### config.mk
export PLATFORM = sky130hd
export DESIGN_NAME = button_matrix_scanner_flat
export DESIGN_NICKNAME = d
export VERILOG_FILES = /design/src/rtl/button_matrix_scanner_if.sv /design/src/rtl/button_matrix_scanner.sv /design/src/flat_wrapper.sv
export SDC_FILE = /design/constraint.sdc
export NUM_CORES = 1
export LEC_CHECK = 0
export ABC_AREA = 1
export BUFFER_PORTS_ARGS = -buffer_cell sky130_fd_sc_hd__clkbuf_2
export CORE_AREA = 2 2 118 120
export DETAILED_ROUTE_END_ITERATION = 6
export DIE_AREA = 0 0 120 122
export MAX_ROUTING_LAYER = met4
export PLACE_DENSITY = 0.78
export SKIP_CTS_REPAIR_TIMING = 1
export SLEW_MARGIN = 5
export SYNTH_ARGS = -nofsm -noshare
export SYNTH_HDL_FRONTEND = slang
export SYNTH_SLANG_ARGS = --single-unit
export TNS_END_PERCENT = 30
### constraint.sdc
create_clock -name clk -period 4.74 [get_ports clk]
set_clock_uncertainty 0.2 [all_clocks]
set_input_delay 0.948 -clock clk [delete_from_list [all_inputs] [get_ports clk]]
set_output_delay 0.948 -clock clk [all_outputs]
set_load 0.01 [all_outputs]
### src/rtl/button_matrix_scanner_if.sv
// Bus between the button matrix scanner and its surroundings: matrix drive/sense,
// debounced key map and the press-event stream.
interface button_matrix_scanner_if #(
    parameter int N = 5
);
    localparam int IW = $clog2(N*N);

    logic            ena;
    logic [N-1:0]    scan_cols;
    logic [N-1:0]    sense_rows;
    logic [N*N-1:0]  pressed;
    logic            event_valid;
    logic            event_ready;
    logic [IW-1:0]   event_index;
    logic            overflow;

    modport master (
        input  ena, sense_rows, event_ready,
        output scan_cols, pressed, event_valid, event_index, overflow
    );

    modport slave (
        output ena, sense_rows, event_ready,
        input  scan_cols, pressed, event_valid, event_index, overflow
    );
endinterface

### src/rtl/button_matrix_scanner.sv
// Column-scanned N x N push-button matrix with per-key debounce and a FIFO of
// press events (cell index N*row + col) for the grid edit logic.
module button_matrix_scanner #(
    parameter int N              = 5,
    parameter int SETTLE_DIVIDER = 12,
    parameter int DEBOUNCE_SCANS = 4,
    parameter int FIFO_DEPTH     = 4
) (
    input  logic                     clk,
    input  logic                     rst,
    button_matrix_scanner_if.master  bus
);
    localparam int IW = $clog2(N*N);
    localparam int CW = $clog2(N);
    localparam int DW = $clog2(DEBOUNCE_SCANS) + 1;
    localparam int AW = $clog2(FIFO_DEPTH);

    localparam logic [1:0] ST_SETTLE  = 2'd0;
    localparam logic [1:0] ST_SAMPLE  = 2'd1;
    localparam logic [1:0] ST_ADVANCE = 2'd2;

    logic [1:0]                state;
    logic [SETTLE_DIVIDER:0]   settle_cnt;
    logic [CW-1:0]             col, row;
    logic [N-1:0]              cols_q;
    logic [N-1:0]              sync1, sync2;
    logic [N*N-1:0]            pressed_q;
    logic [N*N-1:0][DW-1:0]    dcnt;

    logic [IW-1:0]             key_idx;
    logic                      sample_bit, cur, toggle, push, pop, do_push, drop;
    logic [DW-1:0]             cur_cnt, cnt_inc;

    logic [IW-1:0]             mem [FIFO_DEPTH];
    logic [AW:0]               wr_ptr, rd_ptr;
    logic                      empty, full, ovf_q;

    // Row sense lines are asynchronous to the scan clock.
    always_ff @(posedge clk) begin
        if (rst) begin
            sync1 <= '0;
            sync2 <= '0;
        end else begin
            sync1 <= bus.sense_rows;
            sync2 <= sync1;
        end
    end

    assign key_idx    = IW'(N) * IW'(row) + IW'(col);
    assign sample_bit = sync2[row];
    assign cur        = pressed_q[key_idx];
    assign cur_cnt    = dcnt[key_idx];
    assign cnt_inc    = cur_cnt + 1'b1;
    assign toggle     = bus.ena && (state == ST_SAMPLE) && (sample_bit != cur)
                        && (cnt_inc == DW'(DEBOUNCE_SCANS));
    assign push       = toggle && !cur;

    always_ff @(posedge clk) begin
        if (rst) begin
            state      <= ST_SETTLE;
            settle_cnt <= '0;
            col        <= '0;
            row        <= '0;
            cols_q     <= N'(1);
            pressed_q  <= '0;
            dcnt       <= '0;
        end else if (bus.ena) begin
            case (state)
                ST_SETTLE: begin
                    if (settle_cnt[SETTLE_DIVIDER]) begin
                        settle_cnt <= '0;
                        row        <= '0;
                        state      <= ST_SAMPLE;
                    end else begin
                        settle_cnt <= settle_cnt + 1'b1;
                    end
                end
                ST_SAMPLE: begin
                    // A sample agreeing with the current state restarts the debounce.
                    if (sample_bit == cur) begin
                        dcnt[key_idx] <= '0;
                    end else if (toggle) begin
                        dcnt[key_idx]      <= '0;
                        pressed_q[key_idx] <= ~cur;
                    end else begin
                        dcnt[key_idx] <= cnt_inc;
                    end
                    if (row == CW'(N-1)) state <= ST_ADVANCE;
                    else                 row   <= row + 1'b1;
                end
                ST_ADVANCE: begin
                    col    <= (col == CW'(N-1)) ? '0 : col + 1'b1;
                    cols_q <= {cols_q[N-2:0], cols_q[N-1]};
                    state  <= ST_SETTLE;
                end
                default: state <= ST_SETTLE;
            endcase
        end
    end

    // Press-event queue; a pop frees the head slot in the same cycle as a push.
    assign empty   = (wr_ptr == rd_ptr);
    assign full    = (wr_ptr[AW] != rd_ptr[AW]) && (wr_ptr[AW-1:0] == rd_ptr[AW-1:0]);
    assign pop     = !empty && bus.event_ready;
    assign do_push = push && (!full || pop);
    assign drop    = push && full && !pop;

    always_ff @(posedge clk) begin
        if (rst) begin
            wr_ptr <= '0;
            rd_ptr <= '0;
            ovf_q  <= 1'b0;
        end else begin
            if (do_push) wr_ptr <= wr_ptr + 1'b1;
            if (pop)     rd_ptr <= rd_ptr + 1'b1;
            if (drop)    ovf_q  <= 1'b1;
        end
    end

    always_ff @(posedge clk) begin
        if (do_push) mem[wr_ptr[AW-1:0]] <= key_idx;
    end

    assign bus.scan_cols   = cols_q;
    assign bus.pressed     = pressed_q;
    assign bus.event_valid = !empty;
    assign bus.event_index = empty ? '0 : mem[rd_ptr[AW-1:0]];
    assign bus.overflow    = ovf_q;
endmodule

### src/flat_wrapper.sv
// flat-port wrapper written by rule: the top's interface ports become plain ports
module button_matrix_scanner_flat 
#(
    parameter int N              = 5,
    parameter int SETTLE_DIVIDER = 12,
    parameter int DEBOUNCE_SCANS = 4,
    parameter int FIFO_DEPTH     = 4
)
  (clk, rst, bus_ena, bus_sense_rows, bus_event_ready, bus_scan_cols, bus_pressed, bus_event_valid, bus_event_index, bus_overflow);
  button_matrix_scanner_if #(.N(N)) bus_i ();
  input  logic clk;
  input  logic rst;
  input wire logic [$bits(bus_i.ena)-1:0] bus_ena;
  input wire logic [$bits(bus_i.sense_rows)-1:0] bus_sense_rows;
  input wire logic [$bits(bus_i.event_ready)-1:0] bus_event_ready;
  output wire logic [$bits(bus_i.scan_cols)-1:0] bus_scan_cols;
  output wire logic [$bits(bus_i.pressed)-1:0] bus_pressed;
  output wire logic [$bits(bus_i.event_valid)-1:0] bus_event_valid;
  output wire logic [$bits(bus_i.event_index)-1:0] bus_event_index;
  output wire logic [$bits(bus_i.overflow)-1:0] bus_overflow;
  assign bus_i.ena = bus_ena;
  assign bus_i.sense_rows = bus_sense_rows;
  assign bus_i.event_ready = bus_event_ready;
  assign bus_scan_cols = bus_i.scan_cols;
  assign bus_pressed = bus_i.pressed;
  assign bus_event_valid = bus_i.event_valid;
  assign bus_event_index = bus_i.event_index;
  assign bus_overflow = bus_i.overflow;
  button_matrix_scanner #(.N(N), .SETTLE_DIVIDER(SETTLE_DIVIDER), .DEBOUNCE_SCANS(DEBOUNCE_SCANS), .FIFO_DEPTH(FIFO_DEPTH)) u_core (.clk(clk), .rst(rst), .bus(bus_i));
endmodule
==> flow_summary_export.csv, run 1 <==
group,metric,value,unit
clocking,clkLatencyLatePin,0.44,ns
global_route,grt_pass1_wl,32000,um
yosys,yosysTopAreaCell,"dfxtp_1",
sta,tns,0,ns
pwr,ir_worst_vdd,0.000303,V
route,drc,0,
clocking,htree_levels,4,
final_layout,syn_to_final_growth,13.7,%
global_route,grt_pass1_vias,6524,
yosys,netlist_instances,1077,
pwr,p_total,3.11,mW
die,initial_core_util,59.1,%
clocking,cts-root-buf,"clkbuf_16",
clocking,clkTransAtPathRegs,0.06,ns
sta,maxSlewViolCount,0,
yosys,synth_cell_types,45,
placement,place_congestion,0.975,
yosys,netlist_area,7980,um^2
setup_path,worstPathRequired,4.90,ns
sta,fmax,228,MHz
yosys,synth_top_area_share,36.4,%
die,fp.dieH,122,um
route,route.final.wire_length,19500,um
global_route,antenna_found_initial,0,
placement,port_buffers,45,
flow_run,cap_violations,0,
setup_path,endpoint_kind,"flip-flop",
yosys,synth-seq-cells,165,
yosys,synth_warnings,0,
run_status,status,"completed",
final_layout,fill_cells,1146,
sta,setup_viol,0,
setup_path,start_kind,"flip-flop",
sta,max-slew-margin-rel,33.3,%
pwr,p_leak,3.77,nW
worst_hold_path,holdCritPathClass,"reg2reg",
route,wl_per_cell,14.8,um
pwr,p_clk_share,42.9,%
final_layout,fin_nets,1157,
clocking,cts_tree,"done",
die,core.rowCount,43,
setup_path,criticalPathCategory,"reg2reg",
yosys,synth_enable_flop_cells,20,
setup_path,arrival,4.55,ns
pwr,p_per_area,343,nW/um^2
yosys,avgSynthCellArea,7.41,um^2
die,die_width,120,um
global_route,grt_max_degree,71,
setup_path,ff2ff_path_depth,24,
worst_hold_path,min_path_cells,2,
sta,rsz0062_at_grt,"no",
pwr,p_sw_share,25.3,%
pwr,p_int,2.32,mW
sta,final_hold_viol_count,0,
setup_path,crit_fanout,16,
final_layout,n_antenna_cell,0,
route,drt_iter0_markers,661,
route,ant_nets,0,
yosys,synth-seq-area-share,43.9,%
final_layout,drive_gt1_share,14.0,%
yosys,synthTopCellsByArea,"dfxtp_1 36%, nand2_1 10%, edfxtp_1 7.5%",
final_layout,stdcell_count,1318,
clocking,cts_num_sinks,165,
pwr,seqPwrFrac,46.3,%
die,core_region_area,13500,um^2
route,routed-via-count,7227,
clocking,numCtsBuffers,17,
die,ioPinCount,46,
global_route,grt_usage,28.5,%
yosys,yosys_most_used_dff,"dfxtp_1",
sta,min_period_over_period,92.7,%
route,avgViaCountPerCell,5.48,
clocking,cts.path.max_buffers,2,
sta,worst_pin_slew,0.999,ns
pwr,power_frac_comb,10.8,%
yosys,synthArstFlopShare,0,%
placement,dp.cells,1288,
sta,period_needed,4.39,ns
placement,dp_hpwl,13400,um
final_layout,fin_util,67.2,%
yosys,syn_nets,1107,
die,dieArea,14600,um^2
global_route,grt_overflow,0,
pwr,p_sw,0.786,mW
route,dr.pass1.iters,5,
-- flip-flops by register name (all words and copies together), names as in the netlist, named ones only --
register              count
u_core.dcnt              75
u_core.bus.pressed       25
u_core.mem               20
u_core.settle_cnt        13
u_core.bus.scan_cols      5
u_core.sync1              5
u_core.sync2              5
u_core.col                3
u_core.rd_ptr             3
u_core.row                3
u_core.wr_ptr             3
u_core.state              2
u_core.bus.overflow       1
-- logic make-up after synthesis --
kind of cell,Yosys count,share of synthesized area (%)
compound gates,263,17.5
xor+xnor,6,0.753
fa+ha+maj,21,3.39
buf+inv,168,8.78
flops,165,43.9
simple gates,454,25.6
-- through the flow --
| stage | setup slack (ns) | cell area [um^2] | hold slack, ns |
|---|---|---|---|
| finish | 0.347 | 9070 | 0.203 |
| global route | 0.0108 | 9070 | 0.228 |
| CTS | 0.182 | 9030 | 0.205 |
| detailed placement | 0.266 | 8470 | 0.197 |
| global placement | 0.353 | 8470 | 0.190 |
| floorplan | 0.385 | 7980 | 0.188 |
-- Yosys cell counts, types with 4 or more instances --
cell and n:
nand2_1 221, nor2_1 148, dfxtp_1 145, inv_1 116, o21ai_0 116, a21oi_1 89
nor2_4 24, o22ai_1 23, clkbuf_1 22, edfxtp_1 20, ha_1 20, o21ai_1 19
nand3_1 18, nand4_1 11, nor3_1 9, buf_2 8, nand2_2 8, buf_6 6
inv_2 6, o32ai_1 5, buf_1 4, buf_4 4
-- layer usage --
layer	GRT usage, %	part of all wire [%]
met1	35.6	44
met4	10.0	1.9
met3	5.99	6.8
met5	-	0
met2	45.9	47
-- power groups by stage --
stage / sequential (mW) / combinational [mW] / clock, mW
after floorplan: 1.46 / 0.236 / 0
after global placement: 1.47 / 0.324 / 0
after detailed placement: 1.47 / 0.327 / 0
after CTS: 1.44 / 0.328 / 1.35
after global routing: 1.44 / 0.367 / 1.41
final: 1.44 / 0.335 / 1.33
-- critical path: stages, from the launching register on --
cell     delay [ns]
dfxtp_1        0.43
ha_1           0.28
ha_1           0.30
inv_1          0.06
fa_1           0.45
xor2_2         0.25
inv_2          0.13
nor2_1         0.20
nand2_1        0.12
inv_1          0.12
o21ai_0        0.11
nand2_1        0.08
inv_1          0.04
nand4_1        0.11
inv_1          0.08
ha_1           0.19
nand2_1        0.08
inv_1          0.08
nand3_1        0.13
nor2_4         0.05
buf_4          0.15
nor2_4         0.12
nand2_2        0.19
buf_12         0.21
a21oi_1        0.14
-- cells in the final DEF, fill, tap and decap left out, types with 3 or more instances in the layout --
master     instances
o22ai_1           23
inv_1            115
buf_12             4
o21ai_0          116
clkbuf_16         17
nand2_1          221
clkinv_2           5
o32ai_1            5
nand4_1           11
nor2_1           144
a21oi_1           89
clkbuf_2          45
ha_1              20
nor3_1             9
nor2_2             3
edfxtp_1          20
inv_2              7
nand3_1           17
o21ai_1           19
nand2_2            8
nor2_4            28
xor2_1             3
dfxtp_1          144
buf_4             26
-- path summary, 6_finish.rpt --
path	from	endpoint	slack, ns
max	u_core.row[2]$_SDFFE_PP0P_	u_core.dcnt[33]$_SDFFE_PP0P_	0.35
min	u_core.sync1[0]$_SDFF_PP0_	u_core.sync2[0]$_SDFF_PP0_	0.20
max reg2reg	u_core.row[2]$_SDFFE_PP0P_	u_core.dcnt[33]$_SDFFE_PP0P_	0.35
min reg2reg	u_core.sync1[0]$_SDFF_PP0_	u_core.sync2[0]$_SDFF_PP0_	0.20
-- final cells by class --
cell class / instances / area (um^2) / area share [%]
clock inverters: 10 / 109 / 1.20
inverters: 124 / 465 / 5.13
multi-input cells: 744 / 3810 / 42.0
well taps: 180 / 225 / 2.48
flip-flops and latches: 165 / 3500 / 38.6
clock buffers: 20 / 457 / 5.04
repair buffers: 75 / 500 / 5.52
Power figures use the tool's default switching activity.
==> run 2: changes to the inputs <==
--- a/config.mk
+++ b/config.mk
@@ -5,13 +5,14 @@
 export SDC_FILE = /design/constraint.sdc
 export NUM_CORES = 1
 export LEC_CHECK = 0
-export ABC_AREA = 1
 export BUFFER_PORTS_ARGS = -buffer_cell sky130_fd_sc_hd__clkbuf_2
-export CORE_AREA = 2 2 118 120
+export CELL_PAD_IN_SITES_DETAIL_PLACEMENT = 0
+export CELL_PAD_IN_SITES_GLOBAL_PLACEMENT = 1
+export CORE_AREA = 2 2 132 134
 export DETAILED_ROUTE_END_ITERATION = 6
-export DIE_AREA = 0 0 120 122
+export DIE_AREA = 0 0 134 136
 export MAX_ROUTING_LAYER = met4
-export PLACE_DENSITY = 0.78
+export PLACE_DENSITY_LB_ADDON = 0.1
 export SKIP_CTS_REPAIR_TIMING = 1
 export SLEW_MARGIN = 5
 export SYNTH_ARGS = -nofsm -noshare
==> flow_summary_export.csv, run 2 <==
group,metric,value,unit
yosys,avgSynthCellArea,9.31,um^2
yosys,synth_commonest_cells,"145 x dfxtp_1, 87 x nand3_1, 82 x nand2_1",
route,wl_per_cell,18.3,um
yosys,synth_enable_flop_cells,20,
global_route,antenna_found_initial,0,
setup_path,crit_fanout,10,
sta,worst_pin_slew,0.931,ns
yosys,synth_top_area_share,37.3,%
sta,setup_viol,0,
run_status,status,"completed",
sta,max-slew-margin-rel,37.3,%
clocking,cts_num_sinks,165,
setup_path,criticalPathCategory,"reg2reg",
yosys,syn_nets,867,
clocking,clkLatencyLatePin,0.44,ns
yosys,yosys_most_used_dff,"dfxtp_1",
sta,finalWorstSetupSlack,0.370,ns
die,die_width,134,um
final_layout,top_register,"u_core.dcnt",
yosys,synthTopCellsByArea,"dfxtp_1 37%, edfxtp_1 7.7%, mux4_2 6.9%",
die,fp.dieH,136,um
placement,port_buffers,45,
die,core.rowCount,48,
route,drc,0,
global_route,grt_max_degree,74,
yosys,synth-seq-area-share,45.0,%
sta,final_hold_viol_count,0,
final_layout,largest_register_ffs,75,
placement,place_congestion,0.896,
yosys,netlist_instances,837,
yosys,synth_cell_types,57,
yosys,yosysMostFrequentCell,"dfxtp_1",
global_route,grt_pass1_wl,32600,um
sta,period_needed,4.37,ns
setup_path,ff2ff_setup_slack,0.37,ns
yosys,synth_warnings,0,
setup_path,endpoint_kind,"flip-flop",
final_layout,n_antenna_cell,0,
flow_run,cap_violations,0,
route,ant_nets,0,
global_route,grt_overflow,0,
setup_path,worstPathRequired,4.66,ns
placement,post-place-ws,0.171,ns
clocking,cts_tree,"done",
pwr,p_per_area,317,nW/um^2
final_layout,layout_commonest_cell,"dfxtp_1",
die,core_region_area,16900,um^2
route,route.final.wire_length,20300,um
yosys,yosysTopAreaCell,"dfxtp_1",
yosys,netlist_area,7790,um^2
yosys,synthArstFlopShare,0,%
route,dr.pass1.iters,5,
clocking,clkTransAtPathRegs,0.06,ns
die,initial_core_util,46.2,%
final_layout,drive_gt1_share,17.8,%
global_route,grt_usage,23.5,%
sta,maxSlewViolCount,0,
final_layout,fin_nets,901,
pwr,p_leak,3.27,nW
setup_path,start_kind,"flip-flop",
placement,dp_hpwl,13800,um
final_layout,syn_to_final_growth,14.0,%
pwr,ir_worst_vdd,0.000258,V
pwr,p_total,2.81,mW
worst_hold_path,holdCritPathClass,"reg2reg",
clocking,cts.path.max_buffers,2,
die,ioPinCount,46,
final_layout,fill_cells,1581,
die,dieArea,18200,um^2
setup_path,arrival,4.29,ns
yosys,synth-seq-cells,165,
final_layout,layout_common_cells,"145 x dfxtp_1, 87 x nand3_1, 82 x nand2_1, 81 x nor2_1, 56 x o21ai_0",
sta,rsz0062_at_grt,"no",
route,avgViaCountPerCell,5.79,
clocking,htree_levels,4,
sta,fmax,229,MHz
sta,tns,0,ns
route,drt_iter0_markers,439,
route,routed-via-count,6425,
clocking,numCtsBuffers,17,
sta,min_period_over_period,92.2,%
clocking,cts-root-buf,"clkbuf_16",
global_route,grt_pass1_vias,6212,
## run 2: metrics by stage
| stage | hold slack [ns] | cell area (um^2) | cells | util [%] |
|---|---|---|---|---|
| after floorplan | 0.214 | 7790 | 837 | - |
| after global placement | 0.224 | 8270 | 1075 | 49.0 |
| after detailed placement | 0.224 | 8270 | 1075 | 49.0 |
| after CTS | 0.235 | 8830 | 1107 | 52.3 |
| after global routing | 0.262 | 8880 | 1109 | 52.6 |
| final | 0.231 | 8880 | 1109 | 52.6 |
## run 2: cell families after synthesis
| family | synth area share, % |
|---|---|
| AND/OR/NAND/NOR | 21.2 |
| AO/OA/AOI/OAI | 14.1 |
| flip-flops | 45.0 |
| multiplexers | 9.33 |
| buffers and inverters | 4.56 |
| adder cells (fa/ha/maj) | 3.47 |
| XOR/XNOR | 2.35 |
## run 2: path summary, 6_finish.rpt
| kind | depth (start not counted) | endpoint | startpoint |
|---|---|---|---|
| setup / recovery | 15 | u_core.mem[0][3]$_DFFE_PP_ | u_core.row[0]$_SDFFE_PP0P_ |
| hold / removal | 1 | u_core.sync2[4]$_SDFF_PP0_ | u_core.sync1[4]$_SDFF_PP0_ |
| setup reg to reg | 15 | u_core.mem[0][3]$_DFFE_PP_ | u_core.row[0]$_SDFFE_PP0P_ |
| hold reg to reg | 1 | u_core.sync2[4]$_SDFF_PP0_ | u_core.sync1[4]$_SDFF_PP0_ |
## run 2: per-layer routing
metal	GRT usage, %	part of all wire [%]	vias up
li1	-	-	3118
met1	31.0	47	3125
met2	36.4	48	154
met3	3.84	4.0	28
met4	9.16	2.0	0
met5	-	0	-
## run 2: where the power goes
part / total (mW) / leakage [nW] / switching (mW) / internal (mW)
Sequential: 1.42 / 1.39 / 0.00259 / 1.42
Clock: 1.34 / 0.281 / 0.591 / 0.745
Combinational: 0.0595 / 1.60 / 0.0411 / 0.0184
Total: 2.81 / 3.27 / 0.635 / 2.18
## run 2: final cells by class
class                      count  area [um^2]  area share [%]
clock buffer                  19          443            4.99
clock inverter                13          123            1.38
inverter                      19         71.3           0.803
multi-input combinational    591         3970            44.7
sequential                   165         3500            39.4
tap                          225          282            3.17
timing repair buffer          77          493            5.55
## run 2: critical path, cell delays in order, from the launching register on
cell and delay (ns):
dfxtp_1 0.31, ha_1 0.29, ha_1 0.30, inv_1 0.06
fa_2 0.65, nor3b_1 0.20, buf_4 0.17, nand3_1 0.07
and3_1 0.18, or3_1 0.34, inv_1 0.10, ha_1 0.20
inv_1 0.06, nor3_2 0.28, a211o_2 0.29, and3_1 0.35
